==> src/rtl/serial_adder_ctrl_if.sv <==
// Operand/result bundle for the bit-serial add/subtract sequencer.
// master drives the request side; slave is the sequencer.
interface serial_adder_ctrl_if #(
  parameter int WIDTH = 8
);
  logic             start;
  logic [WIDTH-1:0] a;
  logic [WIDTH-1:0] b;
  logic             sub;
  logic             busy;
  logic             done;
  logic [WIDTH-1:0] result;
  logic             cout;
  logic             overflow;

  modport master (
    output start, a, b, sub,
    input  busy, done, result, cout, overflow
  );

  modport slave (
    input  start, a, b, sub,
    output busy, done, result, cout, overflow
  );
endinterface

==> src/rtl/serial_adder_ctrl.sv <==
// Bit-serial add/subtract sequencer: one full-adder cell, LSB first.
// SERIAL_ADD_SUB_EN enables subtraction (a + ~b + 1); otherwise add-only.
module serial_adder_ctrl #(
  parameter int WIDTH = 8
) (
  input logic               clk,
  input logic               rst_n,
  serial_adder_ctrl_if.slave bus
);

  localparam int CW = (WIDTH > 2) ? $clog2(WIDTH) : 1;
  localparam logic [CW-1:0] CNT_LAST = CW'(WIDTH - 1);
  localparam logic [CW-1:0] CNT_PRE  = CW'(WIDTH - 2);

  typedef enum logic [1:0] {
    IDLE = 2'd0,
    RUN  = 2'd1,
    DONE = 2'd2
  } state_t;

  state_t           state_q;
  logic [WIDTH-1:0] a_sh_q;
  logic [WIDTH-1:0] b_sh_q;
  logic [WIDTH-1:0] acc_q;
  logic [CW-1:0]    cnt_q;
  logic             carry_q;
  logic             cmsb_q;
  logic             busy_q;
  logic             done_q;
  logic [WIDTH-1:0] result_q;
  logic             cout_q;
  logic             ovf_q;

  logic             b_eff;
  logic             s_bit;
  logic             c_bit;
  logic             sub_in;

`ifdef SERIAL_ADD_SUB_EN
  logic sub_q;
  assign sub_in = bus.sub;
  assign b_eff  = b_sh_q[0] ^ sub_q;
`else
  logic unused_sub;
  assign unused_sub = bus.sub;
  assign sub_in     = 1'b0;
  assign b_eff      = b_sh_q[0];
`endif

  assign s_bit = a_sh_q[0] ^ b_eff ^ carry_q;
  assign c_bit = (a_sh_q[0] & b_eff)
               | (a_sh_q[0] & carry_q)
               | (b_eff & carry_q);

  always_ff @(posedge clk or negedge rst_n) begin
    if (!rst_n) begin
      state_q  <= IDLE;
      a_sh_q   <= '0;
      b_sh_q   <= '0;
      acc_q    <= '0;
      cnt_q    <= '0;
      carry_q  <= 1'b0;
      cmsb_q   <= 1'b0;
      busy_q   <= 1'b0;
      done_q   <= 1'b0;
      result_q <= '0;
      cout_q   <= 1'b0;
      ovf_q    <= 1'b0;
`ifdef SERIAL_ADD_SUB_EN
      sub_q    <= 1'b0;
`endif
    end else begin
      done_q <= 1'b0;
      unique case (state_q)
        IDLE, DONE: begin
          if (bus.start) begin
            state_q <= RUN;
            a_sh_q  <= bus.a;
            b_sh_q  <= bus.b;
            acc_q   <= '0;
            cnt_q   <= '0;
            carry_q <= sub_in;
            cmsb_q  <= 1'b0;
            busy_q  <= 1'b1;
`ifdef SERIAL_ADD_SUB_EN
            sub_q   <= sub_in;
`endif
          end else begin
            state_q <= IDLE;
          end
        end
        RUN: begin
          acc_q   <= {s_bit, acc_q[WIDTH-1:1]};
          a_sh_q  <= a_sh_q >> 1;
          b_sh_q  <= b_sh_q >> 1;
          carry_q <= c_bit;
          cnt_q   <= cnt_q + 1'b1;
          if (cnt_q == CNT_PRE) begin
            cmsb_q <= c_bit;
          end
          // Outputs are registered on the edge that retires the MSB
          if (cnt_q == CNT_LAST) begin
            state_q  <= DONE;
            busy_q   <= 1'b0;
            done_q   <= 1'b1;
            result_q <= {s_bit, acc_q[WIDTH-1:1]};
            cout_q   <= c_bit;
            ovf_q    <= cmsb_q ^ c_bit;
          end
        end
        default: begin
          state_q <= IDLE;
          busy_q  <= 1'b0;
        end
      endcase
    end
  end

  assign bus.busy     = busy_q;
  assign bus.done     = done_q;
  assign bus.result   = result_q;
  assign bus.cout     = cout_q;
  assign bus.overflow = ovf_q;

endmodule

==> src/flat_wrapper.sv <==
// flat-port wrapper written by rule: the top's interface ports become plain ports
module serial_adder_ctrl_flat 
#(
  parameter int WIDTH = 8
)
  (clk, rst_n, bus_start, bus_a, bus_b, bus_sub, bus_busy, bus_done, bus_result, bus_cout, bus_overflow);
  serial_adder_ctrl_if #(.WIDTH(WIDTH)) bus_i ();
  input logic clk;
  input logic rst_n;
  input wire logic [$bits(bus_i.start)-1:0] bus_start;
  input wire logic [$bits(bus_i.a)-1:0] bus_a;
  input wire logic [$bits(bus_i.b)-1:0] bus_b;
  input wire logic [$bits(bus_i.sub)-1:0] bus_sub;
  output wire logic [$bits(bus_i.busy)-1:0] bus_busy;
  output wire logic [$bits(bus_i.done)-1:0] bus_done;
  output wire logic [$bits(bus_i.result)-1:0] bus_result;
  output wire logic [$bits(bus_i.cout)-1:0] bus_cout;
  output wire logic [$bits(bus_i.overflow)-1:0] bus_overflow;
  assign bus_i.start = bus_start;
  assign bus_i.a = bus_a;
  assign bus_i.b = bus_b;
  assign bus_i.sub = bus_sub;
  assign bus_busy = bus_i.busy;
  assign bus_done = bus_i.done;
  assign bus_result = bus_i.result;
  assign bus_cout = bus_i.cout;
  assign bus_overflow = bus_i.overflow;
  serial_adder_ctrl #(.WIDTH(WIDTH)) u_core (.clk(clk), .rst_n(rst_n), .bus(bus_i));
endmodule
==> config.mk <==
export PLATFORM = sky130hd
export DESIGN_NAME = serial_adder_ctrl_flat
export DESIGN_NICKNAME = d
export VERILOG_FILES = /design/src/rtl/serial_adder_ctrl_if.sv /design/src/rtl/serial_adder_ctrl.sv /design/src/flat_wrapper.sv
export SDC_FILE = /design/constraint.sdc
export NUM_CORES = 1
export LEC_CHECK = 0
export BUFFER_PORTS_ARGS = -buffer_cell sky130_fd_sc_hd__buf_2
export CAP_MARGIN = 25
export CORE_MARGIN = 3
export CORE_UTILIZATION = 54
export DETAILED_ROUTE_END_ITERATION = 10
export PLACE_DENSITY = 0.8
export REMOVE_ABC_BUFFERS = 1
export SLEW_MARGIN = 20
export SYNTH_ARGS = -nofsm -noshare
export SYNTH_HDL_FRONTEND = slang
export SYNTH_SLANG_ARGS = --single-unit
export TNS_END_PERCENT = 50
==> constraint.sdc <==
create_clock -name clk -period 1.9 [get_ports clk]
set_clock_uncertainty 0.05 [all_clocks]
set_input_delay 0.19 -clock clk [delete_from_list [all_inputs] [get_ports clk]]
set_output_delay 0.19 -clock clk [all_outputs]
set_load 0.1 [all_outputs]
## Yosys cells after proc, flatten, opt, wreduce, memory -nomap -nowiden

Index checks and enable logic that the tools add are counted.

| storage, ports and cells | value |
|---|---|
| logic and storage cells | 55 |
| register bits after elaboration | 43 |
| output and inout port bits | 12 |

| cells by class | value |
|---|---|
| add/sub/neg operators | 1 |
| reduce and logical (&&, ||, !) cells | 7 |
| equal/unequal tests | 7 |
| bitwise gates (word level) | 8 |
| mux-type cells | 20 |

Operator list:

| kind | number |
|---|---|
| $pmux W8 S2 | 3 |
| $mux W8 | 3 |
| $mux W1 | 7 |
| $eq A3 B3 Y1 const B | 2 |
| $pmux W1 S2 | 3 |
| $pmux W3 S2 | 1 |
| $reduce_and A2 Y1 | 3 |
| $ne A2 B1 Y1 const B | 2 |
| $pmux W2 S2 | 1 |
| $add A3 B1 Y3 const B | 1 |
| $and A1 B1 Y1 | 3 |
| $mux W3 | 1 |
| $reduce_and A3 Y1 | 1 |
| $xor A1 B1 Y1 | 3 |
| $eq A2 B1 Y1 const B | 1 |
| $eq A2 B2 Y1 const B | 1 |
| $logic_not A2 Y1 | 1 |
| $mux W2 | 1 |
| $ne A2 B2 Y1 const B | 1 |
| $or A1 B1 Y1 | 2 |
| $reduce_bool A2 Y1 | 1 |
| $reduce_or A2 Y1 | 1 |

## Logic depth before layout (Yosys ltp)

Gate-level depths: netlist of the first run.

| logic depth | value |
|---|---|
| word-level depth | 5 |
| gate-level depth with buffers | 6 |

## Least setup slack after synthesis of the first run

Ideal clock, no wire load.

| path | value |
|---|---|
| path type | reg2reg |
| start point | reg u_core.cnt_q[0] |
| end point | reg u_core.result_q[1] (netlist: u_core.bus.result[1]) |
| cell stages (with the launch flop) | 6 |
| setup slack | 0.364 ns |
| buffers on the path | 1 |
| data required time | 1.725 ns |
| arrival | 1.361 ns |
| path through | dfrtp_1 > ha_1 > ha_1 > nand3b_2 > buf_6 > mux2_4 |

| between the ends | value |
|---|---|
| longest elaborated chain between the ends | 2 |

Ends and longest elaborated chain:

| item | line | source |
|---|---|---|
| start: declaration | serial_adder_ctrl.sv:25 | `logic [CW-1:0] cnt_q;` |
| start signal: assignment | serial_adder_ctrl.sv:97 | `cnt_q <= cnt_q + 1'b1;` |
| $eq A3 B3 Y1 | serial_adder_ctrl.sv:102 | `if (cnt_q == CNT_LAST) begin` |
| $reduce_and A2 Y1 (no line) | n/a |  |
| end signal: assignment | serial_adder_ctrl.sv:106 | `result_q <= {s_bit, acc_q[WIDTH-1:1]};` |
| end: declaration | serial_adder_ctrl.sv:30 | `logic [WIDTH-1:0] result_q;` |

No other way between the ends.
A chain may end at the register's enable or synchronous reset.

## Worst setup path after layout of the first run

| path | value |
|---|---|
| start point | reg u_core.cnt_q[0] |
| end point | reg u_core.result_q[7] (netlist: u_core.bus.result[7]) |

The elaborated chain is that of the path after synthesis.

==> results of run 1 <==
## path summary, 6_finish.rpt
check / startpoint / end / slack (ns) / depth (start not counted)
worst min-delay path: bus_b[7] / u_core.b_sh_q[7] / 0.03 / 2
worst min register to register: u_core.bus.overflow / u_core.bus.overflow / 0.44 / 2
min in group asynchronous: rst_n / u_core.bus.result[1] / 0.38 / 3
max in group asynchronous: rst_n / u_core.bus.cout / 1.06 / 3
worst max register to register: u_core.cnt_q[0] / u_core.bus.result[7] / 0.17 / 4
worst max-delay path: u_core.cnt_q[0] / u_core.bus.result[7] / 0.17 / 4
## metrics by stage
step	hold WS [ns]	setup slack, ns
3_5_place_dp	0.237	0.196
2_1_floorplan	-0.156	0.273
6_report	0.0273	0.173
4_1_cts	0.00578	0.176
3_3_place_gp	0.223	0.247
5_1_grt	0.0176	0.104
## cells in the final DEF, fill, tap and decap left out, types with 3 or more instances in the layout
master,Yosys,routed
dfrtp_1,42,42
nand2_1,33,33
buf_2,5,30
nor2_1,14,14
a31oi_1,14,14
a22o_1,11,11
mux2_4,6,6
clkbuf_4,0,5
buf_4,3,4
inv_1,3,3
mux2_2,3,3
ha_1,3,3
## routing by layer
metal,vias to the layer above,part of all wire,track usage
met5,-,0,0
met4,0,0.013,0.0809
met3,6,0.055,0.0428
met2,31,0.48,0.270
met1,589,0.45,0.212
li1,599,-,-
## sequential cells by signal, summed over array words and instances, names as in the netlist
name / count
u_core.a_sh_q: 8
u_core.acc_q: 7
u_core.b_sh_q: 8
u_core.bus.busy: 1
u_core.bus.cout: 1
u_core.bus.done: 1
u_core.bus.overflow: 1
u_core.bus.result: 8
u_core.carry_q: 1
u_core.cmsb_q: 1
u_core.cnt_q: 3
u_core.state_q: 2
## final cells by class
cell class | instances | share of cell area
clock buffers | 7 | 0.0273
clock inverters | 1 | 0.00248
well taps | 44 | 0.0273
repair buffers | 36 | 0.0992
multi-input cells | 100 | 0.317
inverters | 3 | 0.00558
flip-flops and latches | 42 | 0.521
## logic make-up (layout without fill, tap and decap cells)
logic type / after synthesis / after routing
mux: 9 / 9
simple gates: 55 / 55
xor+xnor: 1 / 1
buf+inv: 14 / 47
flops: 42 / 42
compound gates: 31 / 31
fa+ha+maj: 4 / 4
## worst register-to-register path, stage by stage, from the launching register on
cell,delay [ns]
dfrtp_1,0.43
ha_1,0.22
ha_1,0.22
nand3b_2,0.33
mux2_2,0.38
==> metrics.cfg, run 1 <==
[timing]
rsz0062_at_grt=no
layout_min_cycle_time_ns=1.73
finalCritPeriodShare=0.909
worst_slew_pin_slew_ns=0.671
slew_headroom=0.553
max_freq_mhz=579
finalSetupTns_ns=0
report.final.slew_viol_count=0
hold_viol_final=0
setup_viol=0

[worst_setup_path]
path_class=flip-flop to flip-flop
crit_slowest_cell=dfrtp_1
critPathBufInv=0
critPathMaxFanout=13
end_kind=flip-flop
cp_top_family=adder cells
path_common_cell=ha_1
cp.arrival_ns=1.91
worst_ep_required_time_ns=2.08
startpoint_type=flip-flop
cpPeakStageDelay_ns=0.43
crit_chain=ha_1 > ha_1 > nand3b_2 > mux2_2

[clock_network]
htreeDepth=2
clk_pin_slew_ns=0.11
cts-root-buf=clkbuf_4
clock_sinks=42
clock_path_buffers=2
cts_tree=built
cts_resized=0
cts-buffers-inserted=5
postCtsSetupBuffers=0
ctsHoldBuffers=1
insertion_delay_ns=0.34

[layout]
diodes=0
fin_area_um2=2020
area_growth_pct=13.6
regArea_um2=1050
fin_cells=233
final_layout_size_suffix_gt1_frac=0.275
final_util=0.650
multi_input_area_um2=641
nets=212
n_fill_cell=253

[detailed_routing]
drc=0
first_pass_iters=4
ant_nets=0
totalWireLength_mm=3.07
avgRoutedWirePerCell_um=13.2
drtIter0Drc=47
vias_per_cell=5.26
via_count=1225

[placement]
dp.cells=223
port_buffers=30
gp_congestion=0.707
detailed_place_hpwl_mm=2.15
place_area_um2=1940

[floorplan]
fp.dieW_um=63.4
die-area_um2=4010
rows=20
num_io_pins=32
start_util=0.573
die_h_um=63.4
coreArea_um2=3100

[logic_synthesis]
synth_top_area_share=0.592
synthFlopType=dfrtp_1
yosysSeqAreaShare=0.592
synth.area.top_cells=dfrtp_1 (59%), nand2_1 (7.0%), a22o_1 (5.4%)
synthAdderAreaFrac=0.0324
syn_inst=156
synth_edf_count=0
avgSynthCellArea_um2=11.4
async_flop_share=1.00
ys_ff_latch=42
syn_area_um2=1780
synth-xor-area-share=0.00493
synth-simple-area-share=0.130
synth_compound_area_frac=0.124
yosysTopAreaCell=dfrtp_1
ys.warnings.count=0
synth_mux_area_frac=0.0697
synth_top_family_by_area=simple AND/OR/NAND/NOR gates
netlist-cell-type-count=25
synth_most_common_cell=dfrtp_1
synth_common_cells=dfrtp_1 (42), nand2_1 (33), a31oi_1 (14), nor2_1 (14), a22o_1 (11)

[global_routing]
grt_max_degree=43
grt_pass1_wl_mm=5.24
first_global_vias=1144
antenna_found_initial=0
grtUsageTotal=0.168
grt-ovfl-total=0

[hold_path]
min_path_type=input port to flip-flop

[job]
maxCapViolCount=0

[status]
outcome=complete, no violations

Power of run 1 is left out: the tool's default activity adds up to more than one toggle a clock period on the data nets, which glitch-free logic cannot reach.
==> run 2: changes to the inputs <==
--- a/config.mk
+++ b/config.mk
@@ -7,10 +7,9 @@
 export LEC_CHECK = 0
 export BUFFER_PORTS_ARGS = -buffer_cell sky130_fd_sc_hd__buf_2
 export CAP_MARGIN = 25
-export CORE_MARGIN = 3
 export CORE_UTILIZATION = 54
 export DETAILED_ROUTE_END_ITERATION = 10
-export PLACE_DENSITY = 0.8
+export PLACE_DENSITY = 0.78
 export REMOVE_ABC_BUFFERS = 1
 export SLEW_MARGIN = 20
 export SYNTH_ARGS = -nofsm -noshare
==> metrics.cfg, run 2 (synthesis gave the netlist of run 1 again) <==
[status]
outcome=complete, no violations

[clock_network]
cts-root-buf=clkbuf_4
cts-buffers-inserted=5  ; unchanged
htreeDepth=2  ; unchanged
clk_pin_slew_ns=0.11  ; about the same
insertion_delay_ns=0.35  ; about the same
cts_tree=built
clock_sinks=42  ; unchanged
clock_path_buffers=2  ; unchanged

[timing]
finalSetupTns_ns=0  ; unchanged
finalCritPeriodShare=0.885  ; -0.0241
rsz0062_at_grt=no
worst_slew_pin_slew_ns=0.658  ; -0.0131 ns
slew_headroom=0.561  ; +0.00875
report.final.slew_viol_count=0  ; unchanged
layout_min_cycle_time_ns=1.68  ; -0.0457 ns
setup_viol=0  ; unchanged
max_freq_mhz=595  ; +2.7%
hold_viol_final=0  ; unchanged
setup_ws_ns=0.219  ; +0.0457 ns

[worst_setup_path]
regToRegEndpoint=u_core.bus.result[0]
worst_ep_required_time_ns=2.09  ; about the same
r2r.worst_path.cells=4  ; unchanged
critPathLaunch=u_core.cnt_q[0]
critPathMaxFanout=13  ; unchanged
startpoint_type=flip-flop
rrSetupSlack_ns=0.22  ; +0.05 ns
path_class=flip-flop to flip-flop
end_kind=flip-flop
r2r-start=u_core.cnt_q[0]
cp.arrival_ns=1.87  ; -0.04 ns

[detailed_routing]
ant_nets=0  ; unchanged
first_pass_iters=6  ; +2
drc=0  ; unchanged
avgRoutedWirePerCell_um=13.0  ; -1.6%
vias_per_cell=5.22  ; -0.65%
via_count=1217  ; -0.65%
drtIter0Drc=41  ; -13%
totalWireLength_mm=3.02  ; -1.6%

[layout]
area_growth_pct=13.6  ; unchanged
n_fill_cell=248  ; -2.0%
final_layout_size_suffix_gt1_frac=0.275  ; unchanged
final_common_cell=dfrtp_1
final_cell_mix=dfrtp_1 (42), nand2_1 (33), buf_2 (30)
diodes=0  ; unchanged
nets=212  ; unchanged

[floorplan]
start_util=0.577  ; +0.00466
die-area_um2=3520  ; -12%
rows=20  ; unchanged
num_io_pins=32  ; unchanged
coreArea_um2=3080  ; -0.81%
fp.dieW_um=59.4  ; -6.3%
die_h_um=59.4  ; -6.3%

[global_routing]
grt_pass1_wl_mm=5.17  ; -1.4%
grt-ovfl-total=0  ; unchanged
first_global_vias=1161  ; +1.5%
grt_max_degree=43  ; unchanged
grtUsageTotal=0.203  ; +0.0352
antenna_found_initial=0  ; unchanged

[placement]
gp_congestion=0.751  ; +6.2%
port_buffers=30  ; unchanged
detailed_place_hpwl_mm=2.05  ; -4.5%
pre_cts_slack_ns=0.224  ; +0.0272 ns

[job]
maxCapViolCount=0  ; unchanged

[hold_path]
min-delay-start=bus_a[7]
whs_path_depth=2  ; unchanged
min_path_type=input port to flip-flop
holdPathEnd=u_core.a_sh_q[7]

## run 2: cell counts in the layout (fill, tap and decap cells not counted)
No cell type changed its count.
## run 2: stage by stage
stage,cells,util,hold slack (ns),area (µm²)
final,233,0.656,0.0288,2020
after CTS,232,0.652,0.00586,2010
after floorplan,145,-,-0.156,1700
after global routing,233,0.656,0.0263,2020
after detailed placement,223,0.630,0.232,1940
after global placement,223,0.630,0.224,1940
## run 2: critical path: stages, from the launching register on
cell,delay [ns]
dfrtp_1,0.43
ha_1,0.22
ha_1,0.21
nand3b_2,0.30
mux2_2,0.37
## run 2: how the worst max path moves through the flow
stage	endpoint	slack, ns
6_report	u_core.bus.result[0]	0.22
5_1_grt	u_core.bus.result[0]	0.12
2_1_floorplan	u_core.acc_q[1]	0.27
3_5_place_dp	u_core.bus.result[0]	0.22
3_3_place_gp	u_core.bus.result[0]	0.24
4_1_cts	u_core.bus.result[0]	0.21
## run 2: area by class of cell
class / count / area [µm²] / area share
multi-input combinational: 100 / 641 / 0.317
clock inverter: 1 / 5.00 / 0.00248
sequential: 42 / 1050 / 0.521
tap: 44 / 55.1 / 0.0273
clock buffer: 7 / 55.1 / 0.0273
timing repair buffer: 36 / 200 / 0.0992
inverter: 3 / 11.3 / 0.00558
## run 2: per-layer routing
| metal | global-route usage | vias up | wire length [µm] | share of wire |
|---|---|---|---|---|
| met1 | 0.251 | 579 | 1360 | 0.45 |
| met2 | 0.339 | 35 | 1460 | 0.48 |
| met3 | 0.0590 | 5 | 154 | 0.051 |
| met5 | 0 | - | 0 | 0 |
| met4 | 0.0748 | 0 | 41 | 0.014 |
| li1 | - | 598 | - | - |
## run 2: what timing repair did
item                                   4_1_cts  5_1_grt
gates resized for setup                      0        0
setup buffers                                0        0
endpoints found under the hold margin       42        1
hold buffers                                 1        1
Power of run 2 is left out for the same reason.
==> run 3: changes to the inputs <==
--- a/config.mk
+++ b/config.mk
@@ -7,9 +7,9 @@
 export LEC_CHECK = 0
 export BUFFER_PORTS_ARGS = -buffer_cell sky130_fd_sc_hd__buf_2
 export CAP_MARGIN = 25
-export CORE_UTILIZATION = 54
+export CORE_UTILIZATION = 55
 export DETAILED_ROUTE_END_ITERATION = 10
-export PLACE_DENSITY = 0.78
+export PLACE_DENSITY = 0.79
 export REMOVE_ABC_BUFFERS = 1
 export SLEW_MARGIN = 20
 export SYNTH_ARGS = -nofsm -noshare
==> constraint.sdc (replaced) <==
create_clock -name clk -period 2.15 [get_ports clk]
set_clock_uncertainty 0.05 [all_clocks]
set_input_delay 0.215 -clock clk [delete_from_list [all_inputs] [get_ports clk]]
set_output_delay 0.215 -clock clk [all_outputs]
set_load 0.1 [all_outputs]
==> metrics.cfg, run 3 (synthesis gave the netlist of run 1 again) <==
[floorplan]
die_h_um=58.8  ; -0.88%
fp.dieW_um=58.8  ; -0.88%
rows=20  ; unchanged
num_io_pins=32  ; unchanged
die-area_um2=3460  ; -1.8%
coreArea_um2=3050  ; -0.81%
start_util=0.582  ; +0.00473

[timing]
finalCritPeriodShare=0.801  ; -0.0844
rsz0062_at_grt=no
max_freq_mhz=581  ; -2.3%
layout_min_cycle_time_ns=1.72  ; +0.0398 ns
report.final.slew_viol_count=0  ; unchanged
hold_viol_final=0  ; unchanged
setup_viol=0  ; unchanged
slew_headroom=0.395  ; -0.167
worst_slew_pin_slew_ns=0.908  ; +0.250 ns
finalSetupTns_ns=0  ; unchanged

[layout]
final_cell_mix=dfrtp_1 (42), nand2_1 (33), buf_2 (30)
diodes=0  ; unchanged
multi_input_area_um2=641  ; unchanged
n_fill_cell=251  ; +1.2%
final_common_cell=dfrtp_1
nets=210  ; -0.94%
fin_area_um2=2020  ; about the same
area_growth_pct=13.7  ; about the same
regArea_um2=1050  ; unchanged
final_layout_size_suffix_gt1_frac=0.278  ; +0.00294

[clock_network]
clock_path_buffers=2  ; unchanged
htreeDepth=2  ; unchanged
clock_sinks=42  ; unchanged
cts-root-buf=clkbuf_4
insertion_delay_ns=0.35  ; about the same
clk_pin_slew_ns=0.11  ; about the same
cts_tree=built
cts-buffers-inserted=5  ; unchanged

[worst_setup_path]
startpoint_type=flip-flop
crit_slowest_cell=dfrtp_1
path_common_cell=ha_1
path_class=flip-flop to flip-flop
crit_chain=ha_1 > ha_1 > nand3b_2 > mux2_2
cp.arrival_ns=1.92  ; +0.05 ns
cpPeakStageDelay_ns=0.43  ; about the same
critPathMaxFanout=13  ; unchanged
end_kind=flip-flop
worst_ep_required_time_ns=2.35  ; +0.26 ns

[status]
outcome=complete, no violations

[job]
maxCapViolCount=0  ; unchanged

[global_routing]
antenna_found_initial=0  ; unchanged
grt-ovfl-total=0  ; unchanged
grtUsageTotal=0.214  ; +0.0108
first_global_vias=1189  ; +2.4%
grt_pass1_wl_mm=5.35  ; +3.5%
grt_max_degree=43  ; unchanged

[detailed_routing]
vias_per_cell=5.25  ; +0.45%
avgRoutedWirePerCell_um=13.3  ; +2.3%
ant_nets=0  ; unchanged
drc=0  ; unchanged
drtIter0Drc=53  ; +29%
totalWireLength_mm=3.06  ; +1.4%
first_pass_iters=4  ; -2
via_count=1212  ; -0.41%

[placement]
detailed_place_hpwl_mm=1.99  ; -2.9%
port_buffers=30  ; unchanged
place_area_um2=1930  ; -0.39%
gp_congestion=0.701  ; -6.6%

[hold_path]
min_path_type=input port to flip-flop

-- run 3: layer usage --
metal  routed length [µm]  track usage  part of all wire  vias up
met3                  129       0.0659             0.042        5
met2                 1450        0.346              0.47       30
met1                 1440        0.272              0.47      587
li1                     -            -                 -      590
met5                    0            0                 0        -
met4                   45       0.0816             0.015        0
-- run 3: area by class of cell --
class | count | share of cell area
tap | 44 | 0.0273
multi-input combinational | 100 | 0.317
clock buffer | 8 | 0.0390
timing repair buffer | 34 | 0.0905
inverter | 3 | 0.00558
sequential | 42 | 0.520
-- run 3: what timing repair did --
action,CTS,global route
buffers inserted,0,0
resized for setup,0,0
hold buffers,1,0
endpoints found under the hold margin,42,0
-- run 3: worst max-delay path, delay by kind of cell, from the launching register on --
| family | cells | cell delay [ns] |
|---|---|---|
| and+or+nand+nor | 1 | 0.33 |
| adders and majority gates | 2 | 0.43 |
| muxes | 1 | 0.38 |
| DFF | 1 | 0.43 |
-- run 3: final timing paths --
check                                     start              endpoint  slack, ns  depth (start not counted)
worst max-delay path            u_core.cnt_q[0]  u_core.bus.result[0]       0.43                          4
worst min-delay path                   bus_a[7]      u_core.a_sh_q[7]       0.03                          2
worst max register to register  u_core.cnt_q[0]  u_core.bus.result[0]       0.43                          4
worst min register to register  u_core.bus.busy       u_core.bus.busy       0.44                          2
max in group asynchronous                 rst_n     u_core.state_q[0]       1.01                          2
min in group asynchronous                 rst_n       u_core.acc_q[3]       0.48                          2
-- run 3: stage by stage --
step	util	hold slack, ns	setup WS, ns	cells
2_1_floorplan	-	-0.131	0.523	145
3_3_place_gp	0.632	0.324	0.476	222
4_1_cts	0.661	0.0189	0.422	231
5_1_grt	0.661	0.0389	0.348	231
6_report	0.661	0.0337	0.429	231
3_5_place_dp	0.632	0.343	0.444	222
Power of run 3 is left out for the same reason.
